$ cat src/rtl/shift_seq_pkg.sv
// Package for the shift command sequencer: data-width helper, default command
// type and pointer-width helper shared by the FIFO and the top level.
package shift_seq_pkg;

    localparam int N_DEFAULT     = 3;
    localparam int DEPTH_DEFAULT = 4;

    // Data width of the shifter for a given shift-amount width.
    function automatic int data_width(input int n);
        return 2 ** n;
    endfunction

    // FIFO pointers carry one extra wrap bit beyond the address bits.
    function automatic int ptr_width(input int depth);
        return $clog2(depth) + 1;
    endfunction

    localparam int W_DEFAULT = data_width(N_DEFAULT);
    localparam int PTR_W     = ptr_width(DEPTH_DEFAULT);

    // One buffered shift command at the default geometry.
    typedef struct packed {
        logic [W_DEFAULT-1:0] data;
        logic [N_DEFAULT-1:0] amt;
        logic                 lr;
    } shift_cmd_t;

endpackage

$ cat src/rtl/shift_cmd_fifo.sv
// Synchronous DEPTH-entry command FIFO with a combinational head output.
// Occupancy is tracked with pointers one bit wider than the address, so
// full/empty are distinguished by the wrap bit.
module shift_cmd_fifo
    import shift_seq_pkg::*;
#(
    parameter int  DEPTH   = 4,
    parameter type entry_t = shift_cmd_t
)
(
    input  logic   clk,
    input  logic   rst_n,
    input  logic   push,
    input  entry_t push_data,
    input  logic   pop,
    output entry_t head,
    output logic   full,
    output logic   empty
);

    localparam int AW = $clog2(DEPTH);
    localparam int PW = ptr_width(DEPTH);

    entry_t        mem [DEPTH];
    logic [PW-1:0] wr_ptr;
    logic [PW-1:0] rd_ptr;
    logic          do_push;
    logic          do_pop;

    assign empty   = (wr_ptr == rd_ptr);
    assign full    = (wr_ptr[PW-1] != rd_ptr[PW-1]) &&
                     (wr_ptr[AW-1:0] == rd_ptr[AW-1:0]);
    assign do_push = push && !full;
    assign do_pop  = pop && !empty;
    assign head    = mem[rd_ptr[AW-1:0]];

    // Pointer update; both pointers wrap modulo 2*DEPTH.
    always_ff @(posedge clk or negedge rst_n) begin
        if (!rst_n) begin
            wr_ptr <= '0;
            rd_ptr <= '0;
        end else begin
            if (do_push) wr_ptr <= wr_ptr + 1'b1;
            if (do_pop)  rd_ptr <= rd_ptr + 1'b1;
        end
    end

    // Entry storage; contents are don't-care until written, so no reset.
    always_ff @(posedge clk) begin
        if (do_push) mem[wr_ptr[AW-1:0]] <= push_data;
    end

endmodule

$ cat src/rtl/shift_cmd_sequencer.sv
// Shift command sequencer: buffers {data, amt, lr} commands, presents the head
// to an external combinational shifter and registers its result behind a
// valid/ready output port.
// Optional feature macro: CMD_COUNT_EN adds the 16-bit cmd_count output.
//
// Handshakes: a transfer happens on a rising edge where valid && ready are
// both high. The producer keeps valid and payload stable until that edge;
// ready may be asserted independently of valid.
module shift_cmd_sequencer
    import shift_seq_pkg::*;
#(
    parameter  int N     = 3,
    parameter  int DEPTH = 4,
    localparam int W     = data_width(N)
)
(
    input  logic         clk,
    input  logic         rst_n,
    input  logic         in_valid,
    output logic         in_ready,
    input  logic [W-1:0] in_data,
    input  logic [N-1:0] in_amt,
    input  logic         in_lr,
    output logic [W-1:0] sh_a,
    output logic [N-1:0] sh_amt,
    output logic         sh_lr,
    input  logic [W-1:0] sh_y,
    output logic         out_valid,
    input  logic         out_ready,
    output logic [W-1:0] out_data,
    output logic         out_lr
`ifdef CMD_COUNT_EN
    ,
    output logic [15:0]  cmd_count
`endif
);

    typedef struct packed {
        logic [W-1:0] data;
        logic [N-1:0] amt;
        logic         lr;
    } cmd_t;

    cmd_t cmd_in;
    cmd_t head;
    logic full;
    logic empty;
    logic advance;

    assign cmd_in   = '{data: in_data, amt: in_amt, lr: in_lr};
    assign in_ready = !full;

    // Move the head through the shifter whenever the result slot is free
    // or is being emptied in this same cycle.
    assign advance  = !empty && (!out_valid || out_ready);

    shift_cmd_fifo #(
        .DEPTH   (DEPTH),
        .entry_t (cmd_t)
    ) u_fifo (
        .clk       (clk),
        .rst_n     (rst_n),
        .push      (in_valid && in_ready),
        .push_data (cmd_in),
        .pop       (advance),
        .head      (head),
        .full      (full),
        .empty     (empty)
    );

    // Shifter operands are forced to zero when nothing is queued.
    always_comb begin
        sh_a   = '0;
        sh_amt = '0;
        sh_lr  = 1'b0;
        if (!empty) begin
            sh_a   = head.data;
            sh_amt = head.amt;
            sh_lr  = head.lr;
        end
    end

    // Result register: load on advance, drop valid once consumed with nothing behind it.
    always_ff @(posedge clk or negedge rst_n) begin
        if (!rst_n) begin
            out_valid <= 1'b0;
            out_data  <= '0;
            out_lr    <= 1'b0;
        end else if (advance) begin
            out_valid <= 1'b1;
            out_data  <= sh_y;
            out_lr    <= head.lr;
        end else if (out_ready) begin
            out_valid <= 1'b0;
        end
    end

`ifdef CMD_COUNT_EN
    // Count completed output handshakes; wraps naturally at 16 bits.
    always_ff @(posedge clk or negedge rst_n) begin
        if (!rst_n) begin
            cmd_count <= '0;
        end else if (out_valid && out_ready) begin
            cmd_count <= cmd_count + 16'd1;
        end
    end
`endif

endmodule
$ cat config.mk
export PLATFORM = sky130hd
export DESIGN_NAME = shift_cmd_sequencer
export DESIGN_NICKNAME = d
export VERILOG_FILES = /design/src/rtl/shift_seq_pkg.sv /design/src/rtl/shift_cmd_fifo.sv /design/src/rtl/shift_cmd_sequencer.sv
export SDC_FILE = /design/constraint.sdc
export NUM_CORES = 1
export LEC_CHECK = 0
export ABC_CLOCK_PERIOD_IN_PS = 3150
export BUFFER_PORTS_ARGS = -buffer_cell sky130_fd_sc_hd__buf_2
export CORE_UTILIZATION = 55
export DETAILED_ROUTE_END_ITERATION = 7
export GPL_ROUTABILITY_DRIVEN = 0
export PLACE_DENSITY = 0.86
export SKIP_CTS_REPAIR_TIMING = 1
export SYNTH_ARGS = -nofsm -noshare
export SYNTH_HDL_FRONTEND = slang
export SYNTH_SLANG_ARGS = --single-unit
$ cat constraint.sdc
create_clock -name clk -period 3.15 [get_ports clk]
set_clock_uncertainty 0.15 [all_clocks]
set_input_delay 0.4725 -clock clk [delete_from_list [all_inputs] [get_ports clk]]
set_output_delay 0.4725 -clock clk [all_outputs]
set_load 0.02 [all_outputs]
==> results of run 1 <==
worst min-delay path by stage:
stage,endpoint,depth (start not counted)
floorplan,out_data[0]$_DFFE_PN0P_,0
global placement,out_data[2]$_DFFE_PN0P_,1
detailed placement,out_data[2]$_DFFE_PN0P_,1
CTS,u_fifo.rd_ptr[2]$_DFFE_PN0P_,1
global route,u_fifo.mem[0][9]$_DFFE_PP_,1
finish,u_fifo.mem[3][4]$_DFFE_PP_,1
cells by family after synthesis:
kind of cell             count (synthesis)  synth area share [%]
adder cells (fa/ha/maj)                  5                 2.391
AND/OR/NAND/NOR                         20                 4.495
flip-flops                              64                 70.40
XOR/XNOR                                 9                 3.013
AO/OA/AOI/OAI                            4                 1.148
multiplexers                            23                 16.36
buffers and inverters                    9                 2.199
final cells by class:
| type | count | area [um^2] | area share (%) |
|---|---|---|---|
| clock buffers | 10 | 127.6 | 4.130 |
| clock inverters | 6 | 50.05 | 1.619 |
| inverters | 3 | 11.26 | 0.3644 |
| multi-input cells | 61 | 716.9 | 23.20 |
| flip-flops and latches | 64 | 1842 | 59.60 |
| well taps | 52 | 65.06 | 2.105 |
| repair buffers | 52 | 277.8 | 8.988 |
synth_stat cells:
master	number	area (um^2)
dfrtp_1	16	400.4
a31oi_1	2	12.51
mux4_2	12	270.3
mux2_4	9	135.1
nor3_1	1	5.000
o311ai_0	1	8.760
edfxtp_1	48	1441
nand3_1	1	5.000
and2_1	3	18.77
xnor2_1	4	35.03
buf_6	2	22.52
ha_1	5	62.56
inv_1	3	11.26
buf_4	2	15.01
nor2b_1	12	75.07
buf_2	1	5.000
nand2_1	2	7.510
mux2_2	2	22.52
clkbuf_1	1	3.750
xor2_1	5	43.79
o31a_1	1	8.760
nand2b_1	1	6.260
power breakdown:
group	switching [mW]	internal [mW]	leakage, nW	total (mW)
Sequential	0.174	1.18	0.624	1.35
Combinational	0.807	0.678	0.508	1.48
Clock	0.283	0.353	0.0902	0.636
worst reg2reg max path, cell delays in order, from the launching register on:
cell,delay (ns)
dfrtp_1,0.78
xnor2_1,0.23
a31oi_1,0.46
and2_1,0.58
registers in the layout, indices dropped and copies added (netlist names):
register and count:
u_fifo.rd_ptr 3, u_fifo.mem 48, out_valid 1, out_data 8, u_fifo.wr_ptr 3, out_lr 1
layer usage:
layer / wire length [um] / global-route usage, % / part of all wire, % / vias to the layer above
li1: - / - / - / 623
met1: 1868 / 25.71 / 41 / 677
met2: 2353 / 33.33 / 51 / 52
met3: 310 / 6.980 / 6.8 / 6
met4: 55 / 9.556 / 1.2 / 0
met5: 0 / 0 / 0 / -
per-stage QoR:
step	std cells	setup WS, ns	utilization, %
final	248	0.4097	69.07
after global routing	248	0.2892	69.07
after CTS	247	0.3600	68.85
after detailed placement	231	0.5961	64.88
after global placement	231	0.7380	64.88
after floorplan	134	1.137	-
==> summary.txt, run 1 <==
Status: finished with violations
Failing checks: DRC
Vias in the first global route: 1,459
Longest Clk Path Bufs: 2
Minimum clock period: 2.740 ns
Largest net degree at the start of global routing: 17
Largest delay contributor family on the critical path: flip-flops
Seq/Total Area, Yosys: 70.40%
Std cell rows: 24
Leading cell type in the layout, fill and taps excluded: edfxtp_1
Critical Path Source Type: register
ANT cells: 0
Crit path depth: 4
Post-synthesis cell area: 2616 um^2
R2R setup slack: 0.57 ns
Crit path from: u_fifo.rd_ptr[0]$_DFFE_PN0P_
Final Hold Fails: 0
Max-slew violation count: 0
Share of cells above drive strength 1: 43.37%
First-pass GRT wire length: 7245 um
Fin crit share: 86.99%
CP cell instances: buf_4, mux4_2, nor2b_1, buf_2
Boundary Pins: 47
Slowest stage delay, CP: 0.66 ns
RSZ-0062 raised after global routing: false
Worst slew pin tran: 0.7494 ns
Clk Tree Root Cell: clkbuf_8
Post-layout nets: 220
Slew margin rel.: 50.04%
Slowest cell on the critical path: dfrtp_1
Fin Setup TNS: 0 ns
DPL Wire Length: 3271 um
GRT Total Usage: 20.72%
Commonest non-fill, non-tap cells in the layout: 48 x edfxtp_1, 46 x buf_2, 16 x dfrtp_1, 12 x mux4_2, 12 x nor2b_1
Vias per cell: 5.476
Cell count after synthesis: 134
RR Startpoint: u_fifo.rd_ptr[1]$_DFFE_PN0P_
Peak VDD IR: 0.0007099 V
Port bufs: 46
Congestion Overflow GR: 0
Mapped Nets: 163
Core area: 4474 um^2
Total power: 3.471 mW
Synth Register Bits: 64
Fin Hold WS: 0.2125 ns
CTS buffer count: 9
Placed inst area: 2903 um^2
CTS Sinks: 64
Worst Hold Launch: in_data[0]
PwrDens: 1123 nW/um^2
Antenna-violating nets left: 0
CP max FO: 9
H-tree depth: 3
Die Span X: 70.97 um
Fill count: 288
CTS tree: yes
Via count: 1,358
Critical Path RT: 2.53 ns
Routed length per placed instance: 18.50 um
Final setup vio count: 0
Drt first pass iters: 8
Initial antenna violation count: 0
Area delta synth->final: 18.13%
Worst-Skew Late Latency: 0.33 ns
Syn_area_per_cell: 19.52 um^2
Setup CP Type: reg -> out
Worst setup EP type: output port
Die area: 5037 um^2
CP arrival: 2.12 ns
Crit path buf inv count: 2
R2R Path End: u_fifo.mem[1][4]$_DFFE_PP_
Die H: 70.97 um
Warnings, synthesis: 0
Routed WL: 4587 um
Starting Density: 58.47%
Cell variety after synth: 22
Initial DRC Count: 66
Max-cap violations: 0
Post-route cell area: 3090 um^2
Hold Path Class: in -> reg
Clk slew on worst S/H paths: 0.06 ns
Pleak: 1.223 nW
Maximum clock frequency: 0.3649 GHz
Worst setup path endpoint: sh_a[1]
Worst r2r path cells: 3
DRC viols: 4
No activity file was read; power rests on OpenSTA's default activity.
==> run 2: changes to the inputs <==
--- a/config.mk
+++ b/config.mk
@@ -5,12 +5,13 @@
 export SDC_FILE = /design/constraint.sdc
 export NUM_CORES = 1
 export LEC_CHECK = 0
+export ABC_AREA = 1
 export ABC_CLOCK_PERIOD_IN_PS = 3150
 export BUFFER_PORTS_ARGS = -buffer_cell sky130_fd_sc_hd__buf_2
 export CORE_UTILIZATION = 55
 export DETAILED_ROUTE_END_ITERATION = 7
 export GPL_ROUTABILITY_DRIVEN = 0
-export PLACE_DENSITY = 0.86
+export PLACE_DENSITY = 0.85
 export SKIP_CTS_REPAIR_TIMING = 1
 export SYNTH_ARGS = -nofsm -noshare
 export SYNTH_HDL_FRONTEND = slang
==> run 2 against run 1 <==
Effect of this change:
- the run now ends clean
- largest cell class unchanged
- first-iteration DRC count increased to 2.8 times the previous value
- worst hold slack got worse by 0.015 ns
- wire length increased by 12%
- non-clock buffer count rose by 1
- critical endpoint unchanged
- global-route usage increased by 0.47 points
- largest power group unchanged
- critical path type unchanged
==> summary.txt, run 2 <==
Status: completed
Fin Setup TNS: 0 ns (unchanged)
Top FF cell, synth: edfxtp_1
Peak VDD IR: 0.0005941 V (-16%)
Core area: 4817 um^2 (+7.7%)
Internal power: 2.002 mW (-9.3%)
Seq pwr share: 36.6% (-2.3 points)
Vias per cell: 5.016 (-8.4%)
Hold Path Stages: 1 (unchanged)
CP cell instances: inv_4, nand2_2, nand2_4, nand3_4, nand2_1, inv_1, buf_2
Worst-Skew Late Latency: 0.33 ns (about the same)
Share of cells above drive strength 1: 22.57% (-21 points)
Post-Synth Simple-Gate Area: 18.74% (+14 points)
CP max FO: 26 (+17)
Slowest stage delay, CP: 0.46 ns (-0.20 ns)
Cell count after synthesis: 262 (+96%)
Worst slew pin tran: 0.5058 ns (-0.2436 ns)
Non-Filler Instances: 386 (+56%)
Setup CP Type: reg -> out
Sw frac: 42.25% (+5.8 points)
Longest Clk Path Bufs: 2 (unchanged)
Std cell rows: 25 (+4.2%)
Routed length per placed instance: 13.32 um (-28%)
CTS tree: yes
Hold Path Class: in -> reg
Vias in the first global route: 1,749 (+20%)
Minimum clock period: 2.531 ns (-0.2092 ns)
Worst Hold Launch: in_data[3]
Commonest non-fill, non-tap cells in the layout: 58 x nand2_1, 48 x edfxtp_1, 46 x buf_2, 37 x nor2_1, 25 x inv_1
DRC viols: 0 (-4)
Slowest cell on the critical path: dfrtp_1
CP arrival: 1.91 ns (-0.21 ns)
RR Startpoint: u_fifo.rd_ptr[0]$_DFFE_PN0P_
Mapped Nets: 291 (+79%)
Clock power share: 18.8% (+0.5 points)
Syn_area_per_cell: 10.65 um^2 (-45%)
Post-Synth Adder-Cell Area: 2.241% (-0.15 points)
Yosys top cell by area: edfxtp_1
Clk slew on worst S/H paths: 0.07 ns (about the same)
Crit path buf inv count: 3 (+1)
Post-synth top cells: 58 x nand2_1, 48 x edfxtp_1, 37 x nor2_1
Worst r2r path cells: 7 (+4)
Comb power frac: 44.6% (+1.8 points)
Post-route cell area: 3263 um^2 (+5.6%)
H-tree depth: 3 (unchanged)
Met1 global-route usage: 26.40% (+0.69 points)
Leading cell type in the layout, fill and taps excluded: nand2_1
Critical Path RT: 2.53 ns (about the same)
Antenna-violating nets left: 0 (unchanged)
GRT Total Usage: 21.19% (+0.47 points)
Pleak: 1.476 nW (+21%)
Post-synth EDFFs: 48 (unchanged)
Slew margin rel.: 66.20% (+16 points)
Mux cell area share after synthesis: 0% (-16 points)
Routed WL: 5140 um (+12%)
CTS Sinks: 64 (unchanged)
Maximum clock frequency: 0.3951 GHz (+8.3%)
Initial antenna violation count: 0 (unchanged)
Fill count: 373 (+30%)
R2R setup slack: 1.25 ns (+0.68 ns)
Boundary Pins: 47 (unchanged)
Final setup vio count: 0 (unchanged)
Post-layout nets: 343 (+56%)
XOR/XNOR Fraction of Synth Area: 0.6275% (-2.4 points)
Fin Hold WS: 0.1976 ns (-0.01492 ns)
ANT cells: 0 (unchanged)
First-pass GRT wire length: 8052 um (+11%)
Seq/Total Area, Yosys: 65.98% (-4.4 points)
Initial DRC Count: 187 (+180%)
Cells after DPL: 369 (+60%)
Die area: 5364 um^2 (+6.5%)
Drt first pass iters: 4 (-4)
Synth Register Bits: 64 (unchanged)
Area delta synth->final: 16.90%
R2R Path End: u_fifo.mem[1][3]$_DFFE_PP_
Area contributors post-synth: edfxtp_1 52%, dfrtp_1 14%, nand2_1 7.8%, nor2_1 5.0%, o21ai_0 4.3%
CTS buffer count: 9 (unchanged)
Met2 Resource Use GR: 32.82% (-0.51 points)
RSZ-0062 raised after global routing: false
DPL Wire Length: 3161 um (-3.4%)
Met3 usage: 5.387% (-1.6 points)
Sw power: 1.465 mW (+16%)
Clk Tree Root Cell: clkbuf_8
DP Worst Slack: 0.9899 ns (+0.3938 ns)
Max-slew violation count: 0 (unchanged)
Cell variety after synth: 20 (-9.1%)
Worst setup EP type: output port
PwrDens: 1063 nW/um^2 (-5.4%)
Critical Path Source Type: register
Final Hold Fails: 0 (unchanged)
Post-layout util: 67.74% (-1.3 points)
Area share of the largest cell type after synthesis: 51.64% (-3.5 points)
Most instantiated library cell after synthesis: nand2_1
Via count: 1,936 (+43%)
Fin crit share: 80.35% (-6.6 points)
Gr busiest metal: met2
Congestion Overflow GR: 0 (unchanged)
Hold Path End: u_fifo.mem[3][7]$_DFFE_PP_
Port bufs: 46 (unchanged)
Die H: 73.24 um (+3.2%)
Largest delay contributor family on the critical path: simple AND/OR/NAND/NOR gates
Largest net degree at the start of global routing: 27 (+10)
Largest family of logic cells by synthesized area: simple AND/OR/NAND/NOR gates
Placed inst area: 3073 um^2 (+5.9%)
Die Span X: 73.24 um (+3.2%)
Starting Density: 57.95% (-0.53 points)
Warnings, synthesis: 0 (unchanged)
Worst Setup Slack, final: 0.6189 ns (+0.2092 ns)
Max reg flops: 48 (unchanged)
Compound-Gate Fraction of Synth Area: 5.917% (+4.8 points)
Total power: 3.468 mW (about the same)
Post-synth ARST share: 25.00% (unchanged)
Max-cap violations: 0 (unchanged)
Post-synthesis cell area: 2791 um^2 (+6.7%)
[run 2: kinds of logic (layout without fill, tap and decap cells)]
logic type      count (synthesis)  count (layout)
simple gates                  119             119
flops                          64              64
buf+inv                        39              96
compound gates                 33              33
fa+ha+maj                       5               5
xor+xnor                        2               2
[run 2: power by group through the flow]
stage	logic (mW)	clock network [mW]	registers [mW]
2_1_floorplan	1.09	0	1.33
3_3_place_gp	1.50	0	1.27
3_5_place_dp	1.55	0	1.28
4_1_cts	1.56	0.662	1.27
5_1_grt	1.73	0.702	1.29
6_report	1.55	0.651	1.27
[run 2: cell type report]
class	count	area (um^2)	area share (%)
multi-input combinational	159	768.2	23.54
timing repair buffer	53	285.3	8.742
sequential	64	1842	56.44
inverter	27	103.9	3.183
clock inverter	4	45.04	1.380
clock buffer	12	135.1	4.141
tap	67	83.83	2.569
[run 2: how the worst max path moves through the flow]
stage                                            start                         end  slack [ns]  depth (start not counted)
after floorplan           u_fifo.rd_ptr[0]$_DFFE_PN0P_  u_fifo.mem[0][0]$_DFFE_PP_        1.12                          6
after detailed placement  u_fifo.rd_ptr[0]$_DFFE_PN0P_                     sh_a[1]        0.99                          7
final                     u_fifo.rd_ptr[0]$_DFFE_PN0P_                     sh_a[1]        0.62                          7
after global placement    u_fifo.rd_ptr[0]$_DFFE_PN0P_                     sh_a[7]        1.04                          7
after global routing      u_fifo.rd_ptr[0]$_DFFE_PN0P_                   sh_amt[2]        0.48                          7
after CTS                 u_fifo.rd_ptr[0]$_DFFE_PN0P_                     sh_a[1]        0.60                          7
[run 2: routing by layer]
| metal | routed length (um) | vias up |
|---|---|---|
| met5 | 0 | - |
| met4 | 103 | 0 |
| met3 | 307 | 10 |
| met2 | 2484 | 76 |
| met1 | 2244 | 889 |
| li1 | - | 961 |
